`config.mk`:
```
export PLATFORM = sky130hd
export DESIGN_NAME = fifo_sync_param
export DESIGN_NICKNAME = d
export VERILOG_FILES = /design/src/rtl/fifo_sync_param.sv
export SDC_FILE = /design/constraint.sdc
export NUM_CORES = 1
export LEC_CHECK = 0
export BUFFER_PORTS_ARGS = -buffer_cell sky130_fd_sc_hd__buf_2
export CELL_PAD_IN_SITES_DETAIL_PLACEMENT = 1
export CELL_PAD_IN_SITES_GLOBAL_PLACEMENT = 1
export CORE_UTILIZATION = 40
export CTS_CLUSTER_DIAMETER = 40
export CTS_CLUSTER_SIZE = 24
export DETAILED_ROUTE_END_ITERATION = 12
export GPL_ROUTABILITY_DRIVEN = 0
export PLACE_DENSITY = 0.68
export SYNTH_ARGS = -nofsm -noshare
export SYNTH_HDL_FRONTEND = slang
export SYNTH_SLANG_ARGS = --single-unit
```
`constraint.sdc`:
```
create_clock -name i_clk -period 3.9 [get_ports i_clk]
set_input_delay 0.195 -clock i_clk [delete_from_list [all_inputs] [get_ports i_clk]]
set_output_delay 0.195 -clock i_clk [all_outputs]
set_load 0.02 [all_outputs]
```
`src/rtl/fifo_sync_param.sv`:
```
// Parametrised single-clock FIFO with occupancy count, almost-full/empty thresholds
// and standard or first-word-fall-through read mode. Optional macro: FIFO_ERR_FLAGS_EN.
module fifo_sync_param #(
  parameter int DATA_WIDTH = 32,
  parameter int DEPTH      = 32,
  parameter int FWFT       = 0,
  parameter int AF_THRESH  = DEPTH - 2,
  parameter int AE_THRESH  = 2
) (
  input  logic                         i_clk,
  input  logic                         i_rst_n,
  input  logic                         i_write_en,
  input  logic [DATA_WIDTH-1:0]        i_data,
  input  logic                         i_read_en,
  output logic [DATA_WIDTH-1:0]        o_data,
  output logic                         o_valid,
  output logic                         o_full,
  output logic                         o_empty,
  output logic                         o_almost_full,
  output logic                         o_almost_empty,
`ifdef FIFO_ERR_FLAGS_EN
  output logic                         o_overflow,
  output logic                         o_underflow,
`endif
  output logic [$clog2(DEPTH+1)-1:0]   o_count
);

  localparam int CW = $clog2(DEPTH + 1);
  localparam int PW = $clog2(DEPTH);
  localparam logic [PW-1:0] PTR_LAST = PW'(DEPTH - 1);
  localparam logic [CW-1:0] CNT_FULL = CW'(DEPTH);
  localparam logic [CW-1:0] AF_LVL   = CW'(AF_THRESH);
  localparam logic [CW-1:0] AE_LVL   = CW'(AE_THRESH);

  if (AF_THRESH > DEPTH || AE_THRESH >= DEPTH) begin : g_bad_thresh
    $error("fifo_sync_param: AF_THRESH must be <= DEPTH and AE_THRESH < DEPTH");
  end

  logic [DATA_WIDTH-1:0] mem_r [DEPTH];
  logic [PW-1:0]         wr_ptr_r;
  logic [PW-1:0]         rd_ptr_r;
  logic [PW-1:0]         wr_inc_s;
  logic [PW-1:0]         rd_inc_s;
  logic [CW-1:0]         count_r;
  logic [CW-1:0]         count_nxt_s;
  logic                  wr_acc_s;
  logic                  rd_acc_s;
  logic                  full_r;
  logic                  empty_r;
  logic                  af_r;
  logic                  ae_r;
  logic [DATA_WIDTH-1:0] data_r;
  logic [DATA_WIDTH-1:0] data_nxt_s;
  logic                  valid_r;
  logic                  valid_nxt_s;

  // Accept logic, pointer increments with explicit wrap, and next occupancy
  always_comb begin
    rd_acc_s = i_read_en && !empty_r;
    wr_acc_s = i_write_en && (!full_r || rd_acc_s);
    if (wr_ptr_r == PTR_LAST) begin
      wr_inc_s = '0;
    end else begin
      wr_inc_s = wr_ptr_r + PW'(1);
    end
    if (rd_ptr_r == PTR_LAST) begin
      rd_inc_s = '0;
    end else begin
      rd_inc_s = rd_ptr_r + PW'(1);
    end
    case ({wr_acc_s, rd_acc_s})
      2'b10:   count_nxt_s = count_r + CW'(1);
      2'b01:   count_nxt_s = count_r - CW'(1);
      default: count_nxt_s = count_r;
    endcase
  end

  // Next read-port value: popped entry in standard mode, upcoming head in FWFT mode
  always_comb begin
    data_nxt_s  = data_r;
    valid_nxt_s = 1'b0;
    if (FWFT == 0) begin
      valid_nxt_s = rd_acc_s;
      if (rd_acc_s) begin
        data_nxt_s = mem_r[rd_ptr_r];
      end else begin
        data_nxt_s = data_r;
      end
    end else begin
      valid_nxt_s = (count_nxt_s != CW'(0));
      // With one entry left, a pop plus push makes the incoming word the new head
      if (empty_r && wr_acc_s) begin
        data_nxt_s = i_data;
      end else if (rd_acc_s && (count_r == CW'(1)) && wr_acc_s) begin
        data_nxt_s = i_data;
      end else if (rd_acc_s && (count_r != CW'(1))) begin
        data_nxt_s = mem_r[rd_inc_s];
      end else begin
        data_nxt_s = data_r;
      end
    end
  end

  // Storage array; contents intentionally survive reset
  always_ff @(posedge i_clk) begin
    if (wr_acc_s) begin
      mem_r[wr_ptr_r] <= i_data;
    end
  end

  // Pointers, count, registered flags and read port
  always_ff @(posedge i_clk or negedge i_rst_n) begin
    if (!i_rst_n) begin
      wr_ptr_r <= '0;
      rd_ptr_r <= '0;
      count_r  <= '0;
      full_r   <= 1'b0;
      empty_r  <= 1'b1;
      af_r     <= (AF_THRESH == 0);
      ae_r     <= 1'b1;
      data_r   <= '0;
      valid_r  <= 1'b0;
    end else begin
      if (wr_acc_s) begin
        wr_ptr_r <= wr_inc_s;
      end
      if (rd_acc_s) begin
        rd_ptr_r <= rd_inc_s;
      end
      count_r <= count_nxt_s;
      full_r  <= (count_nxt_s == CNT_FULL);
      empty_r <= (count_nxt_s == CW'(0));
      af_r    <= (count_nxt_s >= AF_LVL);
      ae_r    <= (count_nxt_s <= AE_LVL);
      data_r  <= data_nxt_s;
      valid_r <= valid_nxt_s;
    end
  end

`ifdef FIFO_ERR_FLAGS_EN
  logic ovf_r;
  logic udf_r;

  // Sticky error flags, cleared only by reset
  always_ff @(posedge i_clk or negedge i_rst_n) begin
    if (!i_rst_n) begin
      ovf_r <= 1'b0;
      udf_r <= 1'b0;
    end else begin
      if (i_write_en && full_r && !rd_acc_s) begin
        ovf_r <= 1'b1;
      end
      if (i_read_en && empty_r) begin
        udf_r <= 1'b1;
      end
    end
  end

  assign o_overflow  = ovf_r;
  assign o_underflow = udf_r;

  fifo_sync_param_chk #(
    .DEPTH (DEPTH),
    .CW    (CW),
    .PW    (PW)
  ) u_chk (
    .i_clk   (i_clk),
    .i_rst_n (i_rst_n),
    .count   (count_r),
    .wr_ptr  (wr_ptr_r),
    .rd_ptr  (rd_ptr_r),
    .full    (full_r),
    .empty   (empty_r)
  );
`endif

  assign o_data         = data_r;
  assign o_valid        = valid_r;
  assign o_full         = full_r;
  assign o_empty        = empty_r;
  assign o_almost_full  = af_r;
  assign o_almost_empty = ae_r;
  assign o_count        = count_r;

endmodule

`ifdef FIFO_ERR_FLAGS_EN
// Structural invariants of the FIFO bookkeeping
module fifo_sync_param_chk #(
  parameter int DEPTH = 32,
  parameter int CW    = 6,
  parameter int PW    = 5
) (
  input logic          i_clk,
  input logic          i_rst_n,
  input logic [CW-1:0] count,
  input logic [PW-1:0] wr_ptr,
  input logic [PW-1:0] rd_ptr,
  input logic          full,
  input logic          empty
);

  a_count_bound: assert property (@(posedge i_clk) disable iff (!i_rst_n)
    count <= CW'(DEPTH));

  a_full_empty_excl: assert property (@(posedge i_clk) disable iff (!i_rst_n)
    !(full && empty));

  a_count_ptr_diff: assert property (@(posedge i_clk) disable iff (!i_rst_n)
    (int'(count) % DEPTH) == ((int'(wr_ptr) + DEPTH - int'(rd_ptr)) % DEPTH));

endmodule
`endif

```
* After elaboration in Yosys (flattened, before gate mapping)
Memory sizes are Yosys's and may differ from the RTL's. A register that Yosys moved wholly into a read port is not among the register bits.
Cells that the tools add are included.
** Word-level totals
- Output and inout port bits :: 43
- Word-level logic and storage cells :: 32
- Memories :: 1
- Bits in writable memories :: 1024
- Register bits :: 21
** Operators by class
- Add/sub/neg operators :: 4
- Eq/ne operators :: 5
- Magnitude comparators :: 2
- Reduce and logical (&&, ||, !) cells :: 7
- Mux-type cells :: 5
** Memory list
- mem_r :: depth 32, bits a word 32, rd ports 1, clocked after Yosys merged registers in 1, wr ports 1, line 39 : logic [DATA_WIDTH-1:0] mem_r [DEPTH];
** Operator list (number)
- $pmux 6 s2 :: 1
- $add 5x1->5 const B :: 2
- $eq 5x5->1 const B :: 2
- $mux 5 :: 2
- $add 6x1->6 const B :: 1
- $eq 6x6->1 const B :: 1
- $ge 6x5->1 const B :: 1
- $le 6x2->1 const B :: 1
- $logic_not 6->1 :: 1
- $sub 6x1->6 const B :: 1
- $logic_not 1->1 :: 3
- $eq 2x1->1 const B :: 1
- $eq 2x2->1 const B :: 1
- $logic_and 1x1->1 :: 2
- $mux 1 :: 2
- $logic_or 1x1->1 :: 1

* Logic depth before layout (Yosys ltp)
Gate-level depths: netlist of run 1.
- Depth after elaboration :: 7
- Gate-level depth with buffers :: 16
- Depth with buffers taken out :: 13

* Worst setup path before layout of run 1
OpenSTA, ideal clock, no wires.
- Kind :: reg2reg
- Start point :: reg empty_r (netlist: o_empty)
- End point :: reg ae_r (netlist: o_almost_empty)
- Slack :: 464 ps
- Stages on the path, launching flop included :: 17
- Buffers on the path :: 3
- Data required time :: 3795 ps
- Arrival :: 3332 ps
- Cell sequence :: dfstp_2 > nand2b_1 > clkbuf_1 > nand2_1 > and2_1 > clkbuf_1 > inv_2 > ha_1 > buf_2 > xor2_1 > ha_1 > nor3b_1 > a2111oi_1 > nor2_1 > nor4b_2 > a211oi_2 > a2111oi_2
** On the way
- Word-level cells in the longest chain between the ends :: 7
** Ends and longest elaborated chain
- start: declaration :: line 49 : logic empty_r;
- start signal: assignment :: line 132 : empty_r <= (count_nxt_s == CW'(0));
- $logic_not 1->1 * :: line 59 : rd_acc_s = i_read_en && !empty_r;
- $logic_and 1x1->1 * :: line 59
- $logic_or 1x1->1 :: line 60 : wr_acc_s = i_write_en && (!full_r || rd_acc_s);
- $logic_and 1x1->1 :: line 60
- $eq 2x1->1 or $eq 2x2->1 (tied branches) :: line 71 : case ({wr_acc_s, rd_acc_s})
- $pmux 6 s2 * :: line 71
- $le 6x2->1 * :: line 134 : ae_r <= (count_nxt_s <= AE_LVL);
- end signal: assignment :: line 134
- end: declaration :: line 51 : logic ae_r;
Every way passes the cells marked *; elsewhere a longest branch is shown, timed or not.
A chain may end at the register's enable or synchronous reset.

* Worst setup path in the final report of run 1
Ends and elaborated chain as after synthesis.

==> summary.md, run 1 <==
| Metric | Value |
|---|---|
| Status | `complete, no violations` |
| Sequential area share after synthesis | `76.7%` |
| Die area | `0.106 sq mm` |
| Launch point of the worst reg-to-reg path | `o_empty$_DFF_PN1_` |
| #FFs+latches synth | `1077` |
| Lkg Pwr | `17.4 nW` |
| Clk sinks | `roughly 1100` |
| Vias in the first global route | `25000` |
| Nets@finish | `2563` |
| Minimum clock period | `around 3.5 ns` |
| RSZ-0062 raised after global routing | `false` |
| Pre-CTS setup slack | `0.452 ns` |
| # port buffers | `roughly 80` |
| R2R depth | `13` |
| Setup Buffers After CTS | `0` |
| First-pass GRT wire length | `168000 microns` |
| Top-count cell post-synth | `edfxtp_1` |
| Area leader, netlist | `edfxtp_1` |
| Worst Setup Slack, final | `~0.44 ns` |
| Crit. End Element | `flop` |
| Post-synth top area share | `approximately three quarters` |
| Hpwl dp | `roughly 63000 microns` |
| Core Footprint | `0.104 sq mm` |
| Post-Syn Area | `0.0418 sq mm` |
| Worst-path clk slew | `0.06 ns` |
| DRC viols | `0` |
| DR pass1 iterations | `5` |
| Crit start category | `flop` |
| Synth Flop Type | `edfxtp_1` |
| Die span in x | `325 microns` |
| Max_slew headroom | `21.5%` |
| Initial antenna violation count | `1` |
| Hold depth | `1` |
| Critical path required time | `4.53 ns` |
| Slew Viols, Final | `0` |
| Final setup skew | `0.0348 ns` |
| Antenna-violating nets left | `0` |
| Layout cells sized above 1 | `17.7%` |
| CP startpoint | `o_empty$_DFF_PN1_` |
| DIE HEIGHT | `~330 microns` |
| Cell Count Post-Placement | `3723` |
| Setup violations, final | `0` |
| FFs w/ async S/R, synth | `4.92%` |
| Drt total wl | `115000 microns` |
| YS warnings | `0` |
| Arrival time at the worst endpoint | `4.08 ns` |
| Peak VDD IR | `about 0.00045 V` |
| Kind of critical path | `flop to flop` |
| Inserted Clock Buffers | `138` |
| Overall Global Routing Usage | `between 20% and 30%` |
| WL per Instance | `28.7 microns` |
| Final period util | `~89%` |
| IO Pins | `79` |
| Worst-Margin Slew | `1.18 ns` |
| Critical-path maximum fanout | `9` |
| Initial DRC count | `1901` |
| Gate Count Post-Synth | `2303` |
| CTS H-Tree Depth | `4` |
| Skew-Pair Late Insertion Delay | `approximately 0.75 ns` |
| Commonest cells post-synth | `1024 x edfxtp_1, 512 x mux2i_1, 128 x a22oi_1, 70 x clkbuf_1, 69 x a21oi_1` |
| Number of vias per cell | `5.76` |
| F_max | `289 MHz` |
| Final hold vios | `0` |
| CTS tree | `built` |
| Min-delay worst type | `primary input to flop` |
| Via Count | `23100` |
| Top cells by area, synth | `edfxtp_1 73%, mux2i_1 12%, dfrtp_1 3.0%` |
| Syn Area/Cell | `between 15 and 20 sq um` |
| Non-Filler Instances | `4009` |
| Total of max-cap violations | `0` |
| Largest net degree at the start of global routing | `59` |
| Clock tree buffer depth | `3` |
| Fin Setup TNS | `0 ns` |
| Post-synth EDFFs | `1024` |
| Global route overflow | `0` |
| Worst hold start | `i_data[16]` |
| Initial Util | `40.4%` |
| Syn_nets | `2349` |
| Clock root buffer | `clkbuf_16` |
| Library cells used by synthesis | `55` |
| FP Rows | `118` |
| Power Density | `702 mW/mm^2` |
| Area Overhead vs Synth | `18.5%` |
| Final core utilization | `47.8%` |
| Power, Total | `approximately 0.035 W` |
==> stage by stage <==
step | cell area (sq um) | hold slack (ns)
finish | 49600 | 0.0431
global route | 49600 | 0.0265
CTS | 49600 | 0.00144
detailed placement | 44700 | 0.447
global placement | 44700 | 0.431
floorplan | 41800 | -0.101
==> logic make-up after synthesis <==
group                    after synthesis  share of synthesized area (%)
multiplexers                         514                           12.3
AO/OA/AOI/OAI                        411                           7.40
XOR/XNOR                               7                          0.147
flip-flops                          1077                           76.7
adder cells (fa/ha/maj)               10                          0.299
buffers and inverters                150                           1.69
AND/OR/NAND/NOR                      134                           1.51
==> cell usage in the layout (no fill, tap or decap), types with 4 or more instances in the layout <==
master / instances
nor2_1: 9
nand3b_1: 4
buf_12: 25
inv_6: 24
buf_2: 77
xnor2_1: 5
clkinv_1: 13
nand2_1: 54
a221oi_1: 64
clkbuf_1: 14
clkinv_8: 8
o22ai_1: 32
edfxtp_1: 1024
clkinv_2: 14
buf_4: 82
dlygate4sd3_1: 34
clkinvlp_4: 8
a22oi_1: 128
nor3_1: 5
a22o_1: 64
clkbuf_16: 141
clkinv_4: 10
dfrtp_1: 50
ha_1: 10
o41ai_1: 32
inv_1: 5
bufinv_16: 9
a21oi_1: 69
inv_8: 8
nor2_4: 33
mux2i_1: 512
o21ai_0: 5
==> worst paths after layout <==
check                                           endpoint  slack (ns)
worst min register to register    o_data[13]$_DFFE_PN0P_        0.48
worst min-delay path             mem_r[31][16]$_DFFE_PP_        0.04
worst max-delay path            o_almost_empty$_DFF_PN1_        0.44
max in group asynchronous        rd_ptr_r[0]$_DFFE_PN0P_        2.91
min in group asynchronous           o_count[0]$_DFF_PN0_        0.19
worst max register to register  o_almost_empty$_DFF_PN1_        0.44
==> critical path, cell delays in order (launching register included) <==
cell	delay, ns
dfstp_2	0.37
nand2b_4	0.14
nand2_1	0.06
and2_1	0.33
inv_2	0.12
ha_1	0.25
xor2_1	0.19
ha_1	0.26
nor3b_1	0.16
a2111oi_1	0.52
nor2_1	0.20
a2111oi_4	0.25
a211oi_2	0.10
a2111oi_2	0.38
==> state kept, by name, indices dropped and copies added, names as in the netlist <==
name and flops:
mem_r 1024, o_almost_empty 1, o_almost_full 1, o_count 6
o_data 32, o_empty 1, o_full 1, o_valid 1
rd_ptr_r 5, wr_ptr_r 5
==> per-layer routing <==
| metal | routed length [microns] | global-route usage (%) | vias to the layer above |
|---|---|---|---|
| met5 | 0 | 0 | - |
| met2 | 57600 | 37.0 | 690 |
| met3 | 5410 | 3.20 | 233 |
| li1 | - | - | 9824 |
| met4 | 3920 | 8.70 | 0 |
| met1 | 48100 | 27.8 | 12300 |
==> layout make-up <==
type	count	area, sq um
Antenna cell	1	2.50
Clock buffer	157	3610
Clock inverter	94	967
Fill cell	9647	54100
Inverter	6	22.5
Multi-Input combinational cell	1076	9340
Sequential cell	1077	32100
Tap cell	1380	1730
Timing Repair Buffer	218	1840
==> power breakdown <==
part | internal, W | switching (W)
clock network | 0.00741 | 0.00513
logic | 0.00299 | 0.00529
registers | 0.0135 | 0.000513
total | 0.0239 | 0.0109
==> repair_timing <==
item / CTS / global route
resized for setup: 0 / 0
hold buffers: 34 / 0
endpoints found under the hold margin: 987 / 0
No activity file was read; power rests on OpenSTA's default activity.
==> run 2: changes to the inputs <==
--- a/config.mk
+++ b/config.mk
@@ -13,6 +13,7 @@
 export CTS_CLUSTER_SIZE = 24
 export DETAILED_ROUTE_END_ITERATION = 12
 export GPL_ROUTABILITY_DRIVEN = 0
+export GPL_TIMING_DRIVEN = 0
 export PLACE_DENSITY = 0.68
 export SYNTH_ARGS = -nofsm -noshare
 export SYNTH_HDL_FRONTEND = slang
==> constraint.sdc (replaced) <==
create_clock -name i_clk -period 3.9 [get_ports i_clk]
set_input_delay 0.78 -clock i_clk [delete_from_list [all_inputs] [get_ports i_clk]]
set_output_delay 0.78 -clock i_clk [all_outputs]
set_load 0.02 [all_outputs]
==> summary.md, run 2 (synthesis results as in run 1) <==
| Metric | Value |
|---|---|
| Kind of critical path | `flop to flop (unchanged)` |
| Clock root buffer | `clkbuf_16 (unchanged)` |
| Initial Util | `40.4% (unchanged)` |
| Inserted Clock Buffers | `131 (was 138)` |
| Slew Viols, Final | `0 (unchanged)` |
| Crit-path cells | `nor2_1, clkbuf_1, buf_1, clkbuf_1, a22oi_1, a21oi_1, o41ai_1 (was nand2b_4, nand2_1, and2_1, inv_2, ha_1, xor2_1, ha_1, nor3b_1, a2111oi_1, nor2_1, a2111oi_4, a211oi_2, a2111oi_2)` |
| RSZ-0062 raised after global routing | `false (unchanged)` |
| Nets@finish | `2602 (was 2563)` |
| Overall Global Routing Usage | `25.0% (was 21.7%)` |
| Most frequent cells in the layout | `1024 x edfxtp_1, 512 x mux2i_1, 133 x clkbuf_16 (was 1024 x edfxtp_1, 512 x mux2i_1, 141 x clkbuf_16)` |
| Fillcell total | `9707 (was 9647)` |
| Critical-path maximum fanout | `10 (was 9)` |
| Critical path required time | `4.44 ns (was 4.53 ns)` |
| Worst hold start | `o_data[6]$_DFFE_PN0P_ (was i_data[16])` |
| Skew-Pair Late Insertion Delay | `0.75 ns (about the same)` |
| Placed Area | `0.0451 sq mm (was 0.0447 sq mm)` |
| Largest net degree at the start of global routing | `33 (was 59)` |
| Crit start category | `flop (unchanged)` |
| Vias in the first global route | `25400 (was 25000)` |
| Commonest non-fill, non-tap cell in the layout | `edfxtp_1 (unchanged)` |
| Lkg Pwr | `17.3 nW (was 17.4 nW)` |
| Crit. End Element | `flop (unchanged)` |
| Hold Path End | `o_data[6]$_DFFE_PN0P_ (was mem_r[31][16]$_DFFE_PP_)` |
| FP Rows | `118 (unchanged)` |
| Status | `complete, no violations (unchanged)` |
| # port buffers | `78 (unchanged)` |
| Most common cell on crit path | `clkbuf_1 (was ha_1)` |
| Power Density | `714 mW/mm^2 (was 702 mW/mm^2)` |
| Max_slew headroom | `4.93% (was 21.5%)` |
| Global route overflow | `0 (unchanged)` |
| Final period util | `96.2% (was 88.6%)` |
| Arrival time at the worst endpoint | `4.29 ns (was 4.08 ns)` |
| Initial DRC count | `2904 (was 1901)` |
| R2R setup slack | `0.15 ns (was 0.44 ns)` |
| Worst-path clk slew | `0.07 ns (was 0.06 ns)` |
| Launch point of the worst reg-to-reg path | `rd_ptr_r[1]$_DFFE_PN0P_ (was o_empty$_DFF_PN1_)` |
| Core Footprint | `0.104 sq mm (unchanged)` |
| Initial antenna violation count | `0 (was 1)` |
| Buf+Inv Stages, Crit Path | `3 (was 1)` |
| IO Pins | `79 (unchanged)` |
| CP top delay family | `buffers and inverters (was compound AO/OA/AOI/OAI gates)` |
| R2R depth | `7 (was 13)` |
| Number of flip-flops in the largest register | `1024 (unchanged)` |
| Setup violations, final | `0 (unchanged)` |
| Reg area | `0.0321 sq mm (about the same)` |
| Total of max-cap violations | `0 (unchanged)` |
| Cell area after layout | `0.0496 sq mm (about the same)` |
| Die area | `0.106 sq mm (unchanged)` |
| Worst-Margin Slew | `1.43 ns (was 1.18 ns)` |
| DRC viols | `0 (unchanged)` |
| First-pass GRT wire length | `187000 microns (was 168000 microns)` |
| Drt total wl | `134000 microns (was 115000 microns)` |
| CP max-delay cell | `clkbuf_1 (was a2111oi_1)` |
| Via Count | `24200 (was 23100)` |
| Multi-input logic area | `0.00933 sq mm (was 0.00934 sq mm)` |
| Min-delay worst type | `flop to flop (was primary input to flop)` |
| Peak VDD IR | `0.000525 V (was 0.000448 V)` |
| DR pass1 iterations | `5 (unchanged)` |
| Clk sinks | `1077 (unchanged)` |
| Antenna-violating nets left | `0 (unchanged)` |
| Reg with most FFs | `mem_r (unchanged)` |
| Hold depth | `2 (was 1)` |
| Delay of the slowest cell on the worst path | `0.80 ns (was 0.52 ns)` |
| DIE HEIGHT | `325 microns (unchanged)` |
| Final setup skew | `0.0327 ns (was 0.0348 ns)` |
| ANT cells | `0 (was 1)` |
| Final Hold Slack | `0.477 ns (was 0.0431 ns)` |
| CTS tree | `built (unchanged)` |
| WL per Instance | `33.0 microns (was 28.7 microns)` |
| Die span in x | `325 microns (unchanged)` |
| Fin Setup TNS | `0 ns (unchanged)` |
| Layout cells sized above 1 | `17.1% (was 17.7%)` |
| Area Overhead vs Synth | `18.6% (was 18.5%)` |
| Number of vias per cell | `5.97 (was 5.76)` |
| Critical R2R Capture | `o_data[7]$_DFFE_PN0P_ (was o_almost_empty$_DFF_PN1_)` |
| CTS H-Tree Depth | `4 (unchanged)` |
| CP startpoint | `rd_ptr_r[1]$_DFFE_PN0P_ (was o_empty$_DFF_PN1_)` |
| Levels on crit path | `7 (was 13)` |
| Clock tree buffer depth | `3 (unchanged)` |
| Hpwl dp | `83700 microns (was 63400 microns)` |
| Final hold vios | `0 (unchanged)` |
| Minimum clock period | `3.75 ns (was 3.46 ns)` |
| F_max | `267 MHz (was 289 MHz)` |
## run 2: final cells by class
cell class,instances,share of cell area (%)
tap,1380,3.48
multi-input combinational,1076,18.8
clock buffer,153,6.90
clock inverter,88,2.06
buffer,142,1.39
sequential,1077,64.7
timing repair buffer,122,2.66
inverter,6,0.0454
## run 2: metal layers
layer | global-route usage (%) | wire (microns) | vias to the layer above | part of all wire, %
li1 | - | - | 9881 | -
met4 | 8.46 | 4160 | 0 | 3.1
met3 | 4.57 | 10300 | 250 | 7.7
met1 | 32.3 | 52900 | 12800 | 40
met2 | 42.5 | 66200 | 1176 | 50
met5 | 0 | 0 | - | 0
## run 2: per-stage QoR
step	total power (W)	setup slack, ns	cells	util (%)
2_1_floorplan	0.0191	0.268	2303	-
3_3_place_gp	0.0225	-2.85	3761	42.4
3_5_place_dp	0.0230	-1.71	3802	43.5
4_1_cts	0.0355	0.102	4045	47.8
5_1_grt	0.0363	0.0954	4044	47.9
6_report	0.0354	0.149	4044	47.9
## run 2: worst max path at each step
stage and endpoint:
2_1_floorplan o_almost_empty$_DFF_PN1_, 4_1_cts o_full$_DFF_PN0_, 3_3_place_gp mem_r[3][20]$_DFFE_PP_, 3_5_place_dp o_almost_empty$_DFF_PN1_
6_report o_data[7]$_DFFE_PN0P_, 5_1_grt o_almost_empty$_DFF_PN1_
## run 2: repair_timing
item / CTS / global route
setup endpoints to repair: 17 / 3
hold endpoints to repair: 12 / 0
hold buffers: 1 / 0
gates resized for setup: 5 / 4
buffers inserted: 2 / 0
pin swaps: 1 / 1
## run 2: where the power goes
group | switching [W] | internal (W) | total (W)
logic | 0.00628 | 0.00287 | 0.00916
registers | 0.000403 | 0.0135 | 0.0139
clock network | 0.00510 | 0.00732 | 0.0124
total | 0.0118 | 0.0237 | 0.0354
## run 2: tightest hold or removal path, stage by stage, from the launching register on
cell and delay (ns):
dfrtp_1 0.33, nand2_1 0.06, o41ai_1 0.05
==> run 3: changes to the inputs <==
--- a/config.mk
+++ b/config.mk
@@ -5,10 +5,11 @@
 export SDC_FILE = /design/constraint.sdc
 export NUM_CORES = 1
 export LEC_CHECK = 0
-export BUFFER_PORTS_ARGS = -buffer_cell sky130_fd_sc_hd__buf_2
+export BUFFER_PORTS_ARGS = -buffer_cell sky130_fd_sc_hd__buf_4
 export CELL_PAD_IN_SITES_DETAIL_PLACEMENT = 1
 export CELL_PAD_IN_SITES_GLOBAL_PLACEMENT = 1
 export CORE_UTILIZATION = 40
+export CTS_BUF_LIST = sky130_fd_sc_hd__clkbuf_2
 export CTS_CLUSTER_DIAMETER = 40
 export CTS_CLUSTER_SIZE = 24
 export DETAILED_ROUTE_END_ITERATION = 12
==> constraint.sdc (replaced) <==
create_clock -name i_clk -period 4.1 [get_ports i_clk]
set_input_delay 0.82 -clock i_clk [delete_from_list [all_inputs] [get_ports i_clk]]
set_output_delay 0.82 -clock i_clk [all_outputs]
set_load 0.02 [all_outputs]
==> summary.md, run 3 (synthesis results as in run 1) <==
| Metric | Value |
|---|---|
| Clk sinks | `1077 (unchanged)` |
| DR pass1 iterations | `6 (was 5)` |
| Number of vias per cell | `5.84 (was 5.97)` |
| Max_slew headroom | `3.22% (was 4.93%)` |
| DRC viols | `0 (unchanged)` |
| CTS tree | `built (unchanged)` |
| Initial DRC count | `2621 (was 2904)` |
| Critical-path maximum fanout | `10 (unchanged)` |
| Initial antenna violation count | `1 (was 0)` |
| Die span in x | `325 microns (unchanged)` |
| Final core utilization | `45.9% (was 47.9%)` |
| # port buffers | `78 (unchanged)` |
| Critical path required time | `5.43 ns (was 4.44 ns)` |
| Largest net degree at the start of global routing | `47 (was 33)` |
| Minimum clock period | `3.83 ns (was 3.75 ns)` |
| Initial Util | `40.4% (unchanged)` |
| Worst Setup Slack, final | `0.271 ns (was 0.149 ns)` |
| Final hold vios | `0 (unchanged)` |
| FP Rows | `118 (unchanged)` |
| Global route overflow | `0 (unchanged)` |
| Min-delay worst type | `primary input to flop (was flop to flop)` |
| Core Footprint | `0.104 sq mm (unchanged)` |
| Drt total wl | `130000 microns (was 134000 microns)` |
| Kind of critical path | `flop to flop (unchanged)` |
| Lkg Pwr | `16.4 nW (was 17.3 nW)` |
| Power Density | `599 mW/mm^2 (was 714 mW/mm^2)` |
| Cell area after layout | `0.0476 sq mm (was 0.0496 sq mm)` |
| Pre-CTS setup slack | `-1.49 ns (was -1.71 ns)` |
| Slew Viols, Final | `0 (unchanged)` |
| RSZ-0062 raised after global routing | `false (unchanged)` |
| Final period util | `93.4% (was 96.2%)` |
| Setup violations, final | `0 (unchanged)` |
| Number of flip-flops in the largest register | `1024 (unchanged)` |
| DIE HEIGHT | `325 microns (unchanged)` |
| Clock root buffer | `clkbuf_2 (was clkbuf_16)` |
| Die area | `0.106 sq mm (unchanged)` |
| Worst-Margin Slew | `1.45 ns (was 1.43 ns)` |
| Final setup skew | `0.108 ns (was 0.0327 ns)` |
| WL per Instance | `31.9 microns (was 33.0 microns)` |
| F_max | `261 MHz (was 267 MHz)` |
| Total of max-cap violations | `0 (unchanged)` |
| Crit. End Element | `flop (unchanged)` |
| Skew-Pair Late Insertion Delay | `1.51 ns (was 0.75 ns)` |
| Hpwl dp | `84100 microns (was 83700 microns)` |
| Vias in the first global route | `25000 (was 25400)` |
| Overall Global Routing Usage | `24.4% (was 25.0%)` |
| Worst-path clk slew | `0.22 ns (was 0.07 ns)` |
| First-pass GRT wire length | `182000 microns (was 187000 microns)` |
| IO Pins | `79 (unchanged)` |
| Placed Area | `0.0453 sq mm (was 0.0451 sq mm)` |
| Peak VDD IR | `0.000321 V (was 0.000525 V)` |
| Inserted Clock Buffers | `131 (unchanged)` |
| Area Overhead vs Synth | `13.7% (was 18.6%)` |
| Clock tree buffer depth | `3 (unchanged)` |
| Status | `complete, no violations (unchanged)` |
| Most frequent cells in the layout | `1024 x edfxtp_1, 512 x mux2i_1, 141 x clkbuf_2 (was 1024 x edfxtp_1, 512 x mux2i_1, 133 x clkbuf_16)` |
| Fillcell total | `9947 (was 9707)` |
| Commonest non-fill, non-tap cell in the layout | `edfxtp_1 (unchanged)` |
| Layout cells sized above 1 | `17.1% (about the same)` |
| Reg with most FFs | `mem_r (unchanged)` |
| Antenna-violating nets left | `0 (unchanged)` |
| CTS H-Tree Depth | `4 (unchanged)` |
| Nets@finish | `2637 (was 2602)` |
| Arrival time at the worst endpoint | `5.16 ns (was 4.29 ns)` |
| Via Count | `23800 (was 24200)` |
| Crit start category | `flop (unchanged)` |
## run 3: routing by layer
| metal | routed length, microns | vias to the layer above | global-route usage [%] |
|---|---|---|---|
| li1 | - | 9977 | - |
| met5 | 0 | - | 0 |
| met1 | 53000 | 12600 | 31.8 |
| met2 | 64500 | 1014 | 41.3 |
| met3 | 9160 | 203 | 4.15 |
| met4 | 3450 | 0 | 7.89 |
## run 3: path summary, 6_finish.rpt
| path | from | endpoint | slack (ns) | cells past startpoint |
|---|---|---|---|---|
| hold reg to reg | o_data[8]$_DFFE_PN0P_ | o_data[8]$_DFFE_PN0P_ | 0.54 | 2 |
| setup reg to reg | o_empty$_DFF_PN1_ | o_almost_empty$_DFF_PN1_ | 0.27 | 13 |
| setup / recovery | o_empty$_DFF_PN1_ | o_almost_empty$_DFF_PN1_ | 0.27 | 13 |
| hold / removal | i_data[3] | mem_r[6][3]$_DFFE_PP_ | 0.26 | 2 |
| min in group asynchronous | i_rst_n | o_count[3]$_DFF_PN0_ | 0.42 | 3 |
| max in group asynchronous | i_rst_n | o_data[14]$_DFFE_PN0P_ | 3.13 | 4 |
## run 3: what timing repair did
item / 4_1_cts / 5_1_grt
endpoints found under the setup margin: 9 / 2
hold buffers: 37 / 0
endpoints found under the hold margin: 1086 / 0
buffers inserted: 0 / 1
resized for setup: 4 / 1
pin swaps: 0 / 0
## run 3: area by class of cell
class / instances / area [sq um] / area share [%]
Clock buffer: 141 / 706 / 1.48
Inverter: 6 / 22.5 / 0.0473
Clock inverter: 99 / 1190 / 2.49
Antenna cell: 1 / 2.50 / 0.00526
Sequential cell: 1077 / 32100 / 67.4
Tap cell: 1380 / 1730 / 3.63
Buffer: 143 / 684 / 1.44
Multi-Input combinational cell: 1076 / 9310 / 19.6
Timing Repair Buffer: 156 / 1860 / 3.90
## run 3: critical path, cell delays in order (launching register included)
cell and delay (ns):
dfstp_2 0.57, nand2b_4 0.19, clkbuf_4 0.30, inv_1 0.26, ha_1 0.32, buf_2 0.20, xor2_1 0.18, ha_1 0.23
nor3b_1 0.15, a2111oi_1 0.48, nor2_2 0.14, a2111oi_4 0.23, a211oi_2 0.10, a2111oi_2 0.36
## run 3: metrics by stage
| step | total power (W) | TNS [ns] | hold slack [ns] | cells |
|---|---|---|---|---|
| final | 0.0285 | 0 | 0.261 | 4079 |
| after global routing | 0.0293 | 0 | 0.196 | 4079 |
| after CTS | 0.0286 | 0 | 0.0865 | 4077 |
| after detailed placement | 0.0220 | -49.06 | 0.493 | 3801 |
| after global placement | 0.0216 | -2376.66 | 0.473 | 3761 |
| after floorplan | 0.0181 | 0 | 0.513 | 2303 |
## run 3: power by group
part	switching, W	internal [W]
Clock	0.00409	0.00251
Combinational	0.00589	0.00285
Sequential	0.000385	0.0128
